==> config.mk <==
export PLATFORM = sky130hd
export DESIGN_NAME = mem_port_ctrl
export DESIGN_NICKNAME = d
export VERILOG_FILES = /design/src/rtl/core_pkg.sv /design/src/rtl/mem_timeout_ctr.sv /design/src/rtl/mem_port_ctrl.sv
export SDC_FILE = /design/constraint.sdc
export NUM_CORES = 1
export LEC_CHECK = 0
export CORE_UTILIZATION = 43
export DETAILED_ROUTE_END_ITERATION = 10
export PLACE_DENSITY = 0.87
export SLEW_MARGIN = 10
export SYNTH_ARGS = -nofsm -noshare
export SYNTH_HDL_FRONTEND = slang
export SYNTH_SLANG_ARGS = --single-unit
export TNS_END_PERCENT = 20
==> constraint.sdc <==
create_clock -name Clock -period 4.85 [get_ports Clock]
set_input_delay 0.97 -clock Clock [delete_from_list [all_inputs] [get_ports Clock]]
set_output_delay 0.97 -clock Clock [all_outputs]
set_load 0.01 [all_outputs]
==> src/rtl/core_pkg.sv <==
// Shared definitions for the core's memory-port controller.
// Contents:
//   - Default bus widths and timeout used as parameter defaults.
//   - mem_op_e : command encodings from the core state machine.
//   - mem_state_t : controller FSM states, also visible on the debug port.
package core_pkg;

  localparam int DEF_DATA_W  = 16;
  localparam int DEF_ADDR_W  = 16;
  localparam int DEF_ID_W    = 16;
  localparam int DEF_TIMEOUT = 255;

  typedef enum logic [1:0] {
    MEM_OP_NONE  = 2'b00,
    MEM_OP_READ  = 2'b01,
    MEM_OP_WRITE = 2'b10,
    MEM_OP_RSVD  = 2'b11
  } mem_op_e;

  typedef enum logic [1:0] {
    IDLE   = 2'b00,
    REQ    = 2'b01,
    WAIT_R = 2'b10
  } mem_state_t;

endpackage

==> src/rtl/mem_timeout_ctr.sv <==
// Clearable saturating cycle counter with a terminal-count strobe.
// Ports:
//   clk_i, rst_i : clock, synchronous active-high reset
//   clr_i        : restart the count at zero (wins over inc_i)
//   inc_i        : count this cycle
//   tc_o         : this increment brings the count to LIMIT
// Only instantiated when MEM_PORT_TIMEOUT_EN is defined.
module mem_timeout_ctr #(
  parameter int CNT_W = 16,
  parameter int LIMIT = 255
) (
  input  logic clk_i,
  input  logic rst_i,
  input  logic clr_i,
  input  logic inc_i,
  output logic tc_o
);

  localparam logic [CNT_W:0] LIMIT_EXT = (CNT_W + 1)'(LIMIT);

  logic [CNT_W-1:0] cnt_q, cnt_d;
  logic             at_max;

  assign at_max = &cnt_q;

  always_comb begin
    cnt_d = cnt_q;
    if (clr_i) begin
      cnt_d = '0;
    end else if (inc_i && !at_max) begin
      cnt_d = cnt_q + 1'b1;
    end
  end

  // Fires in the cycle whose increment reaches LIMIT, so a limit of N
  // aborts after N cycles spent waiting.
  assign tc_o = inc_i && !clr_i && (({1'b0, cnt_q} + 1'b1) == LIMIT_EXT);

  always_ff @(posedge clk_i) begin
    if (rst_i) begin
      cnt_q <= '0;
    end else begin
      cnt_q <= cnt_d;
    end
  end

endmodule

==> src/rtl/mem_port_ctrl.sv <==
// Memory-port controller: takes one load/store at a time from the core
// state machine and runs it over a request/grant/response handshake.
// Ports:
//   Clock, Reset            : clock, synchronous active-high reset
//   core_id                 : static tag placed on mem_id
//   cmd_valid/op/addr/wdata : command from the state machine
//   busy                    : stall, high from the acceptance cycle to completion
//   done, rdata_valid, err  : one-cycle result pulses; rdata holds last load
//   mem_req/we/addr/wdata/id: registered request, held until mem_gnt
//   mem_gnt, mem_rvalid, mem_rdata : memory responses
//   dbg_state               : current FSM state
// Handshake: a request is transferred in the cycle mem_req and mem_gnt are
// both high; read data is transferred on any cycle mem_rvalid is high at or
// after the grant cycle. mem_rvalid outside that window is ignored.
// Build option: MEM_PORT_TIMEOUT_EN aborts an access after TIMEOUT cycles.
module mem_port_ctrl
  import core_pkg::*;
#(
  parameter int DATA_W  = DEF_DATA_W,
  parameter int ADDR_W  = DEF_ADDR_W,
  parameter int ID_W    = DEF_ID_W,
  parameter int TIMEOUT = DEF_TIMEOUT
) (
  input  logic              Clock,
  input  logic              Reset,
  input  logic [ID_W-1:0]   core_id,
  input  logic              cmd_valid,
  input  logic [1:0]        cmd_op,
  input  logic [ADDR_W-1:0] cmd_addr,
  input  logic [DATA_W-1:0] cmd_wdata,
  output logic              busy,
  output logic              done,
  output logic              rdata_valid,
  output logic [DATA_W-1:0] rdata,
  output logic              err,
  output logic              mem_req,
  output logic              mem_we,
  output logic [ADDR_W-1:0] mem_addr,
  output logic [DATA_W-1:0] mem_wdata,
  output logic [ID_W-1:0]   mem_id,
  input  logic              mem_gnt,
  input  logic              mem_rvalid,
  input  logic [DATA_W-1:0] mem_rdata,
  output logic [1:0]        dbg_state
);

  mem_state_t        state_q;
  logic              done_q, rdata_valid_q, err_q;
  logic [DATA_W-1:0] rdata_q;
  logic              mem_req_q, mem_we_q;
  logic [ADDR_W-1:0] mem_addr_q;
  logic [DATA_W-1:0] mem_wdata_q;
  logic [ID_W-1:0]   mem_id_q;
  logic              accept;
  logic              timeout_hit;

  assign accept = cmd_valid && (state_q == IDLE) &&
                  ((cmd_op == MEM_OP_READ) || (cmd_op == MEM_OP_WRITE));
  // Combinational so the state machine stalls in the acceptance cycle.
  assign busy = accept || (state_q != IDLE);

`ifdef MEM_PORT_TIMEOUT_EN
  mem_timeout_ctr #(
    .CNT_W (16),
    .LIMIT (TIMEOUT)
  ) u_timeout (
    .clk_i (Clock),
    .rst_i (Reset),
    .clr_i (accept),
    .inc_i (state_q != IDLE),
    .tc_o  (timeout_hit)
  );
`else
  logic unused_timeout;
  assign unused_timeout = (TIMEOUT == 0);
  assign timeout_hit    = 1'b0;
`endif

  always_ff @(posedge Clock) begin
    if (Reset) begin
      state_q       <= IDLE;
      done_q        <= 1'b0;
      rdata_valid_q <= 1'b0;
      err_q         <= 1'b0;
      rdata_q       <= '0;
      mem_req_q     <= 1'b0;
      mem_we_q      <= 1'b0;
      mem_addr_q    <= '0;
      mem_wdata_q   <= '0;
      mem_id_q      <= '0;
    end else begin
      done_q        <= 1'b0;
      rdata_valid_q <= 1'b0;
      err_q         <= 1'b0;
      case (state_q)
        IDLE: begin
          if (cmd_valid) begin
            if (accept) begin
              mem_req_q   <= 1'b1;
              mem_we_q    <= (cmd_op == MEM_OP_WRITE);
              mem_addr_q  <= cmd_addr;
              mem_wdata_q <= cmd_wdata;
              mem_id_q    <= core_id;
              state_q     <= REQ;
            end else if (cmd_op == MEM_OP_RSVD) begin
              err_q <= 1'b1;
            end
          end
        end
        REQ: begin
          if (cmd_valid) err_q <= 1'b1;
          // Completion is checked first so it wins over a same-cycle timeout.
          if (mem_gnt) begin
            mem_req_q <= 1'b0;
            if (mem_we_q) begin
              done_q  <= 1'b1;
              state_q <= IDLE;
            end else if (mem_rvalid) begin
              rdata_q       <= mem_rdata;
              rdata_valid_q <= 1'b1;
              done_q        <= 1'b1;
              state_q       <= IDLE;
            end else begin
              state_q <= WAIT_R;
            end
          end else if (timeout_hit) begin
            mem_req_q <= 1'b0;
            err_q     <= 1'b1;
            state_q   <= IDLE;
          end
        end
        WAIT_R: begin
          if (cmd_valid) err_q <= 1'b1;
          if (mem_rvalid) begin
            rdata_q       <= mem_rdata;
            rdata_valid_q <= 1'b1;
            done_q        <= 1'b1;
            state_q       <= IDLE;
          end else if (timeout_hit) begin
            err_q   <= 1'b1;
            state_q <= IDLE;
          end
        end
        default: state_q <= IDLE;
      endcase
    end
  end

  assign done        = done_q;
  assign rdata_valid = rdata_valid_q;
  assign rdata       = rdata_q;
  assign err         = err_q;
  assign mem_req     = mem_req_q;
  assign mem_we      = mem_we_q;
  assign mem_addr    = mem_addr_q;
  assign mem_wdata   = mem_wdata_q;
  assign mem_id      = mem_id_q;
  assign dbg_state   = state_q;

endmodule

==> results of run 1 <==
report_power, final:
group / switching [mW] / internal, mW / leakage (nW) / total (mW)
logic: 0.216 / 0.243 / 0.906 / 0.459
clock network: 0.215 / 0.386 / 0.133 / 0.601
registers: 0.0359 / 0.646 / 0.578 / 0.682
total: 0.467 / 1.28 / 1.62 / 1.74
flip-flops by register name (all words and copies together), names as in the netlist:
name,count
mem_wdata,16
done,1
mem_addr,16
dbg_state,2
mem_id,16
mem_req,1
rdata,16
mem_we,1
err,1
rdata_valid,1
final timing paths:
kind / from / slack (ns) / cells past startpoint / to
max: cmd_op[0] / 1.24 / 6 / busy
min: mem_id[3]$_SDFFE_PP0P_ / 0.46 / 2 / mem_id[3]$_SDFFE_PP0P_
max reg2reg: dbg_state[1]$_SDFFE_PP0P_ / 2.72 / 5 / rdata[15]$_SDFFE_PP0P_
min reg2reg: mem_id[3]$_SDFFE_PP0P_ / 0.46 / 2 / mem_id[3]$_SDFFE_PP0P_
synthesized netlist by cell type:
library cell	n	area, µm²
and3b_1	1	8.76
nand2_1	100	375
nor3_1	1	5.00
clkbuf_1	17	63.8
o211ai_1	1	7.51
buf_2	2	10.0
a222oi_1	1	10.0
o32ai_4	1	27.5
or2b_1	1	7.51
o21ba_2	1	10.0
nand3b_1	1	7.51
mux2i_1	18	180
inv_1	5	18.8
a311oi_1	1	8.76
dfxtp_1	71	1420
ha_1	7	87.6
nor4b_1	1	8.76
buf_8	1	15.0
buf_1	1	3.75
nand2b_1	37	231
or4b_1	1	10.0
a21oi_1	52	260
nand2_2	1	6.26
metrics by stage:
stage	setup WS, ns	total power, mW	instances	utilization [%]
5_1_grt	1.20	1.84	537	73.5
6_report	1.24	1.74	537	73.5
4_1_cts	1.24	1.76	537	73.5
2_1_floorplan	2.33	0.927	323	-
3_3_place_gp	1.24	1.14	521	69.2
3_5_place_dp	1.24	1.16	521	69.2
cell usage in the layout, fill, tap and decap left out, types with 2 or more instances in the layout:
master and instances:
clkdlybuf4s50_1 141, nand2_1 100, dfxtp_1 71, a21oi_1 52
nand2b_1 37, mux2i_1 18, clkbuf_8 12, ha_1 7
inv_1 5, bufinv_16 3, buf_4 2
tightest hold or removal path, delay by kind of cell (launching register included):
| family | cells | cell delay [ns] |
|---|---|---|
| DFF | 1 | 0.31 |
| and+or+nand+nor | 1 | 0.05 |
| AOI/OAI and AO/OA | 1 | 0.05 |
routing by layer:
layer,track usage (%),part of all wire (%)
met5,0,0
met4,9.12,1.7
met3,8.02,9.7
met2,38.3,50
met1,23.9,38
logic make-up after synthesis:
logic type,share of synthesized area [%]
AO/OA/AOI/OAI,11.6
adder cells (fa/ha/maj),3.14
multiplexers,6.47
flip-flops,51.0
buffers and inverters,4.00
AND/OR/NAND/NOR,23.7
area by class of cell:
class                   count  area (µm²)
flip-flops and latches     71        1420
fillers                   461        1610
well taps                  75        93.8
multi-input cells         226        1250
clock inverters             4        98.8
clock buffers              12         165
inverters                   5        18.8
repair buffers            144        1430
==> summary.txt, run 1 <==
Worst setup path
  • CP startpoint kind: input pin
  • Max FO, Critical Path: 3
  • CP arrival: 2.64 ns
  • Delay-heaviest family, CP: buffers and inverters
  • CP dominant cell by count: clkdlybuf4s50_1
  • Crit path kind: input pin to output pin
  • Cell Chain, Critical Path: clkdlybuf4s50_1, inv_1, ha_1, nand2b_1, nand2_1, clkdlybuf4s50_1
  • Crit end category: output pin
  • Required time worst endpoint: 3.88 ns
  • Crit path buf inv count: 3
  • Slowest CP cell: clkdlybuf4s50_1
  • Slowest stage delay, CP: 0.55 ns

Finish
  • Design area: 4480 µm²
  • Share of cells above drive strength 1: 4.98%
  • Final net count: 535
  • ANT cells: 0
  • Area Growth Syn to Fin: 61.0%

Place
  • Post-DP Area: 4220 µm²
  • Final HPWL DP: 5.23 mm
  • Final GP Congestion: 0.752
  • PortBufs: 142

Route
  • Routed vias: 2609
  • Via density: 4.86
  • Detail Route Antenna Nets: 0
  • Routed Wire Length: 7.23 mm
  • Avg WL per Cell: 13.5 µm
  • DR iter-0 viols: 77
  • DRC: 0
  • Pre-Repair DR Iteration Count: 4

STA
  • Max-slew violations: 0
  • RSZ-0062 raised after global routing: false
  • Tcrit/Tclk final: 74.4%
  • Setup TNS: 0 ns
  • Setup Skew: 0.0112 ns
  • Final setup fails: 0
  • Final Hold Fails: 0
  • Period minus WS final: 3.61 ns
  • Fmax: 277 MHz
  • Rel. slew slack: 33.4%
  • Hold WS: 0.455 ns
  • Actual slew at the worst max-slew pin: 0.998 ns

Clock tree
  • Total clock sinks: 71
  • Worst skew pair latency: 0.33 ns
  • CTS clk-pin slew, worst paths: 0.07 ns
  • Inserted Clock Buffers: 9
  • Setup Buffers After CTS: 0
  • CTS Buffer Depth: 2
  • CTS tree: done
  • Post-cts resize count: 0
  • Cts hold-fix bufs: 0
  • CTS Root Cell: clkbuf_8
  • H-tree depth: 3

Pwr
  • P_leak: 1.62 nW
  • Pwr/cell area: 389 nW/µm²
  • VDD IR-drop max: 0.000246 V

Synth
  • Yosys warns: 0
  • Synthesized Nets: 401
  • #FFs+latches synth: 71
  • Synth Instances: 323
  • Unique masters post-synth: 23
  • Synthesized area: 2790 µm²
  • Syn Area/Cell: 8.62 µm²
  • Post-synthesis sequential area ratio: 51.0%

Hold path
  • Hold Crit Class: register to register

Flow run
  • Max cap viols: 0

Global routing
  • Gr ovfl total: 0
  • Vias in the first global route: 2580
  • First-pass GRT wire length: 11.3 mm
  • Gr usage total: 21.9%
  • Initial antenna violation count: 0
  • Largest net degree at the start of global routing: 53

Floorplan
  • Die ar.: 6800 µm²
  • DIE WIDTH: 82.5 µm
  • Die H: 82.5 µm
  • Initial core utilization: 45.7%
  • Ports: 143
  • Core area: 6100 µm²
  • Cell Rows: 28

Outcome
  • Status: complete, no violations
Note: power is estimated with default switching activity, not from simulation.
==> inputs of run 2 (changes only) <==
Settings changed: CORE_UTILIZATION 43 to 40, PLACE_DENSITY 0.87 to 0.82.
Clock period 4.85 ns to 3.7 ns, I/O delays scaled along.
==> run 2 against run 1 <==
Effect of this change: non-clock buffer count grew 4; worst setup slack lost 0.68 ns; power grew 17%; first-iteration DRC count grew 84%; sequential power grew 31%; design area shrank 1.1%; clock skew shrank 0.0048 ns; critical path type unchanged; critical endpoint unchanged; largest power group unchanged; largest cell class unchanged.
==> summary.txt, run 2 (synthesized netlist as in run 1, its figures left out) <==
Floorplan
  • Core area: 6760 µm² (+11%)
  • Die ar.: 7300 µm² (+7.3%)
  • DIE WIDTH: 85.4 µm (+3.6%)
  • Cell Rows: 30 (+7.1%)
  • Ports: 143 (unchanged)
  • Initial core utilization: 41.2% (-4.5 points)
  • Die H: 85.4 µm (+3.6%)

STA
  • Final setup fails: 0 (unchanged)
  • Setup TNS: 0 ns (unchanged)
  • RSZ-0062 raised after global routing: false
  • Rel. slew slack: 46.6% (+13 points)
  • Final Hold Fails: 0 (unchanged)
  • Actual slew at the worst max-slew pin: 0.801 ns (-0.197 ns)
  • Setup Skew: 0.00638 ns (-0.00478 ns)
  • Max-slew violations: 0 (unchanged)
  • Period minus WS final: 3.13 ns
  • Fmax: 319 MHz
  • Tcrit/Tclk final: 84.7%

Pwr
  • VDD IR-drop max: 0.000214 V (-13%)
  • P_leak: 1.59 nW (-1.5%)
  • Pwr/cell area: 462 nW/µm² (+19%)

Worst setup path
  • Crit path kind: input pin to output pin
  • CP arrival: 2.39 ns (-0.25 ns)
  • Crit end category: output pin
  • Required time worst endpoint: 2.96 ns (-0.92 ns)
  • CP startpoint kind: input pin
  • Max FO, Critical Path: 3 (unchanged)

Route
  • Detail Route Antenna Nets: 0 (unchanged)
  • Pre-Repair DR Iteration Count: 4 (unchanged)
  • DRC: 0 (unchanged)
  • Routed vias: 2588 (-0.80%)
  • DR iter-0 viols: 142 (+84%)
  • Via density: 4.74 (-2.4%)
  • Avg WL per Cell: 12.4 µm (-7.8%)
  • Routed Wire Length: 6.78 mm (-6.2%)

Finish
  • Commonest cells after routing, fill and taps aside: 141 x clkdlybuf4s50_1, 100 x nand2_1, 71 x dfxtp_1, 52 x a21oi_1, 37 x nand2b_1
  • Area Growth Syn to Fin: 59.1%
  • Final net count: 539 (+0.75%)
  • Final std cells w/o fill: 546 (+1.7%)
  • Share of cells above drive strength 1: 5.36% (+0.39 points)
  • ANT cells: 0 (unchanged)
  • Commonest non-fill, non-tap cell in the layout: clkdlybuf4s50_1

Hold path
  • Hold Crit Class: register to register

Clock tree
  • Setup Buffers After CTS: 0 (unchanged)
  • Post-cts resize count: 0 (unchanged)
  • Cts hold-fix bufs: 0 (unchanged)
  • CTS clk-pin slew, worst paths: 0.07 ns (about the same)
  • CTS Root Cell: clkbuf_8
  • H-tree depth: 3 (unchanged)
  • Worst skew pair latency: 0.33 ns (about the same)
  • CTS tree: done
  • Total clock sinks: 71 (unchanged)
  • CTS Buffer Depth: 2 (unchanged)
  • Inserted Clock Buffers: 9 (unchanged)

Global routing
  • Gr busiest metal: met2
  • Largest net degree at the start of global routing: 57 (+7.5%)
  • Vias in the first global route: 2525 (-2.1%)
  • Gr usage total: 19.4% (-2.6 points)
  • Met2 Use GR: 33.2% (-5.0 points)
  • First-pass GRT wire length: 11.2 mm (-0.85%)
  • Met3 usage: 6.42% (-1.6 points)
  • Gr ovfl total: 0 (unchanged)
  • Initial antenna violation count: 0 (unchanged)
  • M1 GR Usage: 21.8% (-2.0 points)

Outcome
  • Status: complete, no violations

Flow run
  • Max cap viols: 0 (unchanged)

Place
  • Final GP Congestion: 0.723 (-3.8%)
  • Placed Cells: 530 (+1.7%)
  • Final HPWL DP: 4.79 mm (-8.4%)
  • PortBufs: 142 (unchanged)
## run 2: cell count changes in the layout (fill, tap and decap cells not counted), sizes merged
cell / previous run / this run
buf: 3 / 7
clkinv: 0 / 2
inv: 6 / 5
bufinv: 3 / 0
clkinvlp: 0 / 1
clkbuf: 12 / 13
## run 2: layer usage
layer	share of wire (%)	vias to the layer above	routed length (µm)
met4	1.9	0	130
met5	0	-	0
met1	41	1159	2790
met3	8.3	13	561
met2	49	96	3300
li1	-	1320	-
## run 2: final cells by class
cell class,count,area [µm²]
fill,587,2320
clock buffer,13,159
inverter,5,18.8
tap,80,100
sequential,71,1420
multi-input combinational,226,1250
clock inverter,3,17.5
timing repair buffer,148,1460
## run 2: through the flow
stage | utilization [%] | total power [mW] | setup slack, ns | instance area, µm² | hold slack [ns]
after floorplan | - | 1.22 | 1.64 | 2790 | 0.481
after detailed placement | 63.0 | 1.52 | 0.564 | 4260 | 0.446
after global routing | 65.6 | 2.18 | 0.489 | 4430 | 0.474
final | 65.6 | 2.05 | 0.566 | 4430 | 0.452
after CTS | 65.6 | 2.07 | 0.559 | 4430 | 0.456
after global placement | 63.0 | 1.51 | 0.589 | 4260 | 0.441
## run 2: worst paths after layout
kind                             startpoint                        to  slack [ns]  cells after the start
hold reg to reg    mem_addr[7]$_SDFFE_PP0P_  mem_addr[7]$_SDFFE_PP0P_        0.45                      2
setup reg to reg  dbg_state[1]$_SDFFE_PP0P_     rdata[4]$_SDFFE_PP0P_        1.94                      6
setup / recovery                  cmd_op[0]                      busy        0.57                      6
hold / removal     mem_addr[7]$_SDFFE_PP0P_  mem_addr[7]$_SDFFE_PP0P_        0.45                      2
## run 2: critical path, cell delays in order
cell	delay, ns
clkdlybuf4s50_1	0.48
inv_1	0.05
ha_1	0.31
nand2b_1	0.17
nand2_1	0.09
clkdlybuf4s50_1	0.55
## run 2: report_power, final
group | leakage [nW] | total, mW | internal, mW | switching, mW
combinational | 0.927 | 0.609 | 0.327 | 0.281
sequential | 0.578 | 0.893 | 0.847 | 0.0458
clock | 0.0894 | 0.545 | 0.278 | 0.266
==> inputs of run 3 (changes only) <==
Settings changed: CORE_UTILIZATION 40 to 36, PLACE_DENSITY 0.82 to 0.78.
Clock period 3.7 ns to 2.83 ns, I/O delays scaled along.
==> run 3 against run 2 <==
Effect of this change: critical path depth is the same; highest routed layer unchanged; clock-buffer cell count fell by 3; sequential power is 31% higher; die area increased by 11%; largest power group unchanged; power is 36% higher; critical endpoint unchanged; combinational power is 31% higher; clock skew grew 0.0053 ns; worst hold slack better by 0.0032 ns; via count shrank 0.43%; routed wire length rose by 1.1%.
==> summary.txt, run 3 (synthesized netlist as in run 1, its figures left out) <==
Clock tree
  • CTS clk-pin slew, worst paths: 0.07 ns (about the same)
  • Post-cts resize count: 0 (unchanged)
  • H-tree depth: 3 (unchanged)
  • Worst skew pair latency: 0.34 ns (about the same)
  • Setup Buffers After CTS: 0 (unchanged)
  • CTS tree: done
  • CTS Buffer Depth: 2 (unchanged)
  • Total clock sinks: 71 (unchanged)
  • Inserted Clock Buffers: 9 (unchanged)
  • Cts hold-fix bufs: 0 (unchanged)
  • CTS Root Cell: clkbuf_8

Route
  • Met1 Wirelength: 2.97 mm (+6.3%)
  • Routed vias: 2577 (-0.43%)
  • DR iter-0 viols: 50 (-65%)
  • Pre-Repair DR Iteration Count: 4 (unchanged)
  • Detail Route Antenna Nets: 0 (unchanged)
  • Max layer used: met4
  • Via density: 4.58 (-3.4%)
  • DRC: 0 (unchanged)
  • Met3 WL: 600 µm (+7.0%)
  • Met2 routed WL: 3.24 mm (-1.6%)
  • Routed Wire Length: 6.86 mm (+1.1%)
  • Avg WL per Cell: 12.2 µm (-1.9%)

Floorplan
  • Cell Rows: 31 (+3.3%)
  • Initial core utilization: 37.8% (-3.4 points)
  • Die ar.: 8090 µm² (+11%)
  • Ports: 143 (unchanged)
  • Core area: 7370 µm² (+9.1%)
  • Die H: 90.0 µm (+5.3%)
  • DIE WIDTH: 90.0 µm (+5.3%)

STA
  • RSZ-0062 raised after global routing: false
  • Max-slew violations: 0 (unchanged)
  • Final setup fails: 0 (unchanged)
  • Setup TNS: 0 ns (unchanged)
  • Period minus WS final: 2.44 ns
  • Setup Skew: 0.0117 ns (+0.00533 ns)
  • Fmax: 409 MHz
  • Final Hold Fails: 0 (unchanged)
  • Actual slew at the worst max-slew pin: 0.862 ns (+0.0614 ns)
  • Tcrit/Tclk final: 86.3%
  • Rel. slew slack: 42.5% (-4.1 points)

Place
  • Post-DP Area: 4280 µm² (+0.50%)
  • Final GP Congestion: 0.680 (-6.1%)
  • Final HPWL DP: 4.85 mm (+1.2%)
  • PortBufs: 142 (unchanged)
  • Placed Cells: 547 (+3.2%)

Finish
  • Final std cells w/o fill: 563 (+3.1%)
  • Area Growth Syn to Fin: 61.0%
  • Commonest non-fill, non-tap cell in the layout: clkdlybuf4s50_1
  • Final net count: 537 (-0.37%)
  • Design area: 4480 µm² (+1.2%)
  • Seq. cell area: 1420 µm² (unchanged)
  • Commonest cells after routing, fill and taps aside: 140 x clkdlybuf4s50_1, 100 x nand2_1, 71 x dfxtp_1, 52 x a21oi_1, 37 x nand2b_1
  • Multi-input gate area: 1250 µm² (unchanged)
  • ANT cells: 0 (unchanged)
  • Share of cells above drive strength 1: 5.39% (+0.023 points)
  • Fillers: 667 (+14%)

Global routing
  • Gr ovfl total: 0 (unchanged)
  • Vias in the first global route: 2514 (-0.44%)
  • Largest net degree at the start of global routing: 63 (+11%)
  • Gr usage total: 17.2% (-2.1 points)
  • First-pass GRT wire length: 11.4 mm (+1.7%)
  • Initial antenna violation count: 0 (unchanged)

Worst setup path
  • Slowest stage delay, CP: 0.49 ns (-0.06 ns)
  • CP startpoint kind: input pin
  • Slowest CP cell: clkdlybuf4s50_1
  • Crit path buf inv count: 3 (unchanged)
  • Cell Chain, Critical Path: clkdlybuf4s50_1, inv_1, ha_1, nand2b_1, nand2_1, dlymetal6s2s_1
  • Max FO, Critical Path: 3 (unchanged)
  • Delay-heaviest family, CP: buffers and inverters
  • Required time worst endpoint: 2.26 ns (-0.70 ns)
  • Crit path kind: input pin to output pin
  • CP arrival: 1.88 ns (-0.51 ns)
  • Crit end category: output pin

Pwr
  • Pwr/cell area: 621 nW/µm² (+35%)
  • VDD IR-drop max: 0.000313 V (+46%)
  • P_leak: 1.61 nW (+0.90%)

Flow run
  • Max cap viols: 0 (unchanged)

Outcome
  • Status: complete, no violations

Hold path
  • Hold Crit Class: register to register
run 3: worst reg2reg max path: stages (launching register included):
cell     delay, ns
dfxtp_1       0.36
inv_1         0.12
ha_1          0.35
nand2_2       0.13
o32ai_4       0.21
buf_4         0.32
mux2i_1       0.23
run 3: per-stage QoR:
step	utilization, %	setup slack, ns	hold slack, ns	total power, mW
CTS	60.8	0.000248	0.456	2.83
finish	60.8	0.387	0.455	2.79
detailed placement	58.0	0.00382	0.446	2.00
global route	60.8	0.309	0.474	2.94
global placement	58.0	0.0223	0.441	1.98
floorplan	-	1.05	0.481	1.59
run 3: worst paths after layout:
kind / endpoint / cells after the start / from / slack [ns]
worst max-delay path: busy / 6 / cmd_op[0] / 0.39
worst min-delay path: mem_id[6]$_SDFFE_PP0P_ / 2 / mem_id[6]$_SDFFE_PP0P_ / 0.46
worst max register to register: rdata[3]$_SDFFE_PP0P_ / 6 / dbg_state[1]$_SDFFE_PP0P_ / 1.02
worst min register to register: mem_id[6]$_SDFFE_PP0P_ / 2 / mem_id[6]$_SDFFE_PP0P_ / 0.46
run 3: where the power goes:
part | total (mW) | leakage, nW | switching, mW | internal, mW
registers | 1.17 | 0.578 | 0.0594 | 1.11
logic | 0.797 | 0.931 | 0.370 | 0.427
clock network | 0.823 | 0.0993 | 0.387 | 0.436
total | 2.79 | 1.61 | 0.817 | 1.97
run 3: layout make-up:
type                    instances  share of cell area (%)
repair buffers                146                    32.6
flip-flops and latches         71                    31.7
multi-input cells             226                    28.0
clock buffers                  10                    3.07
well taps                      99                    2.76
clock inverters                 6                    1.51
inverters                       5                   0.419
run 3: routing by layer:
metal  vias to the layer above  global-route usage [%]
met1                      1152                    19.6
met4                         0                    5.78
li1                       1320                       -
met5                         -                       0
met2                        99                    30.2
met3                         6                    5.92
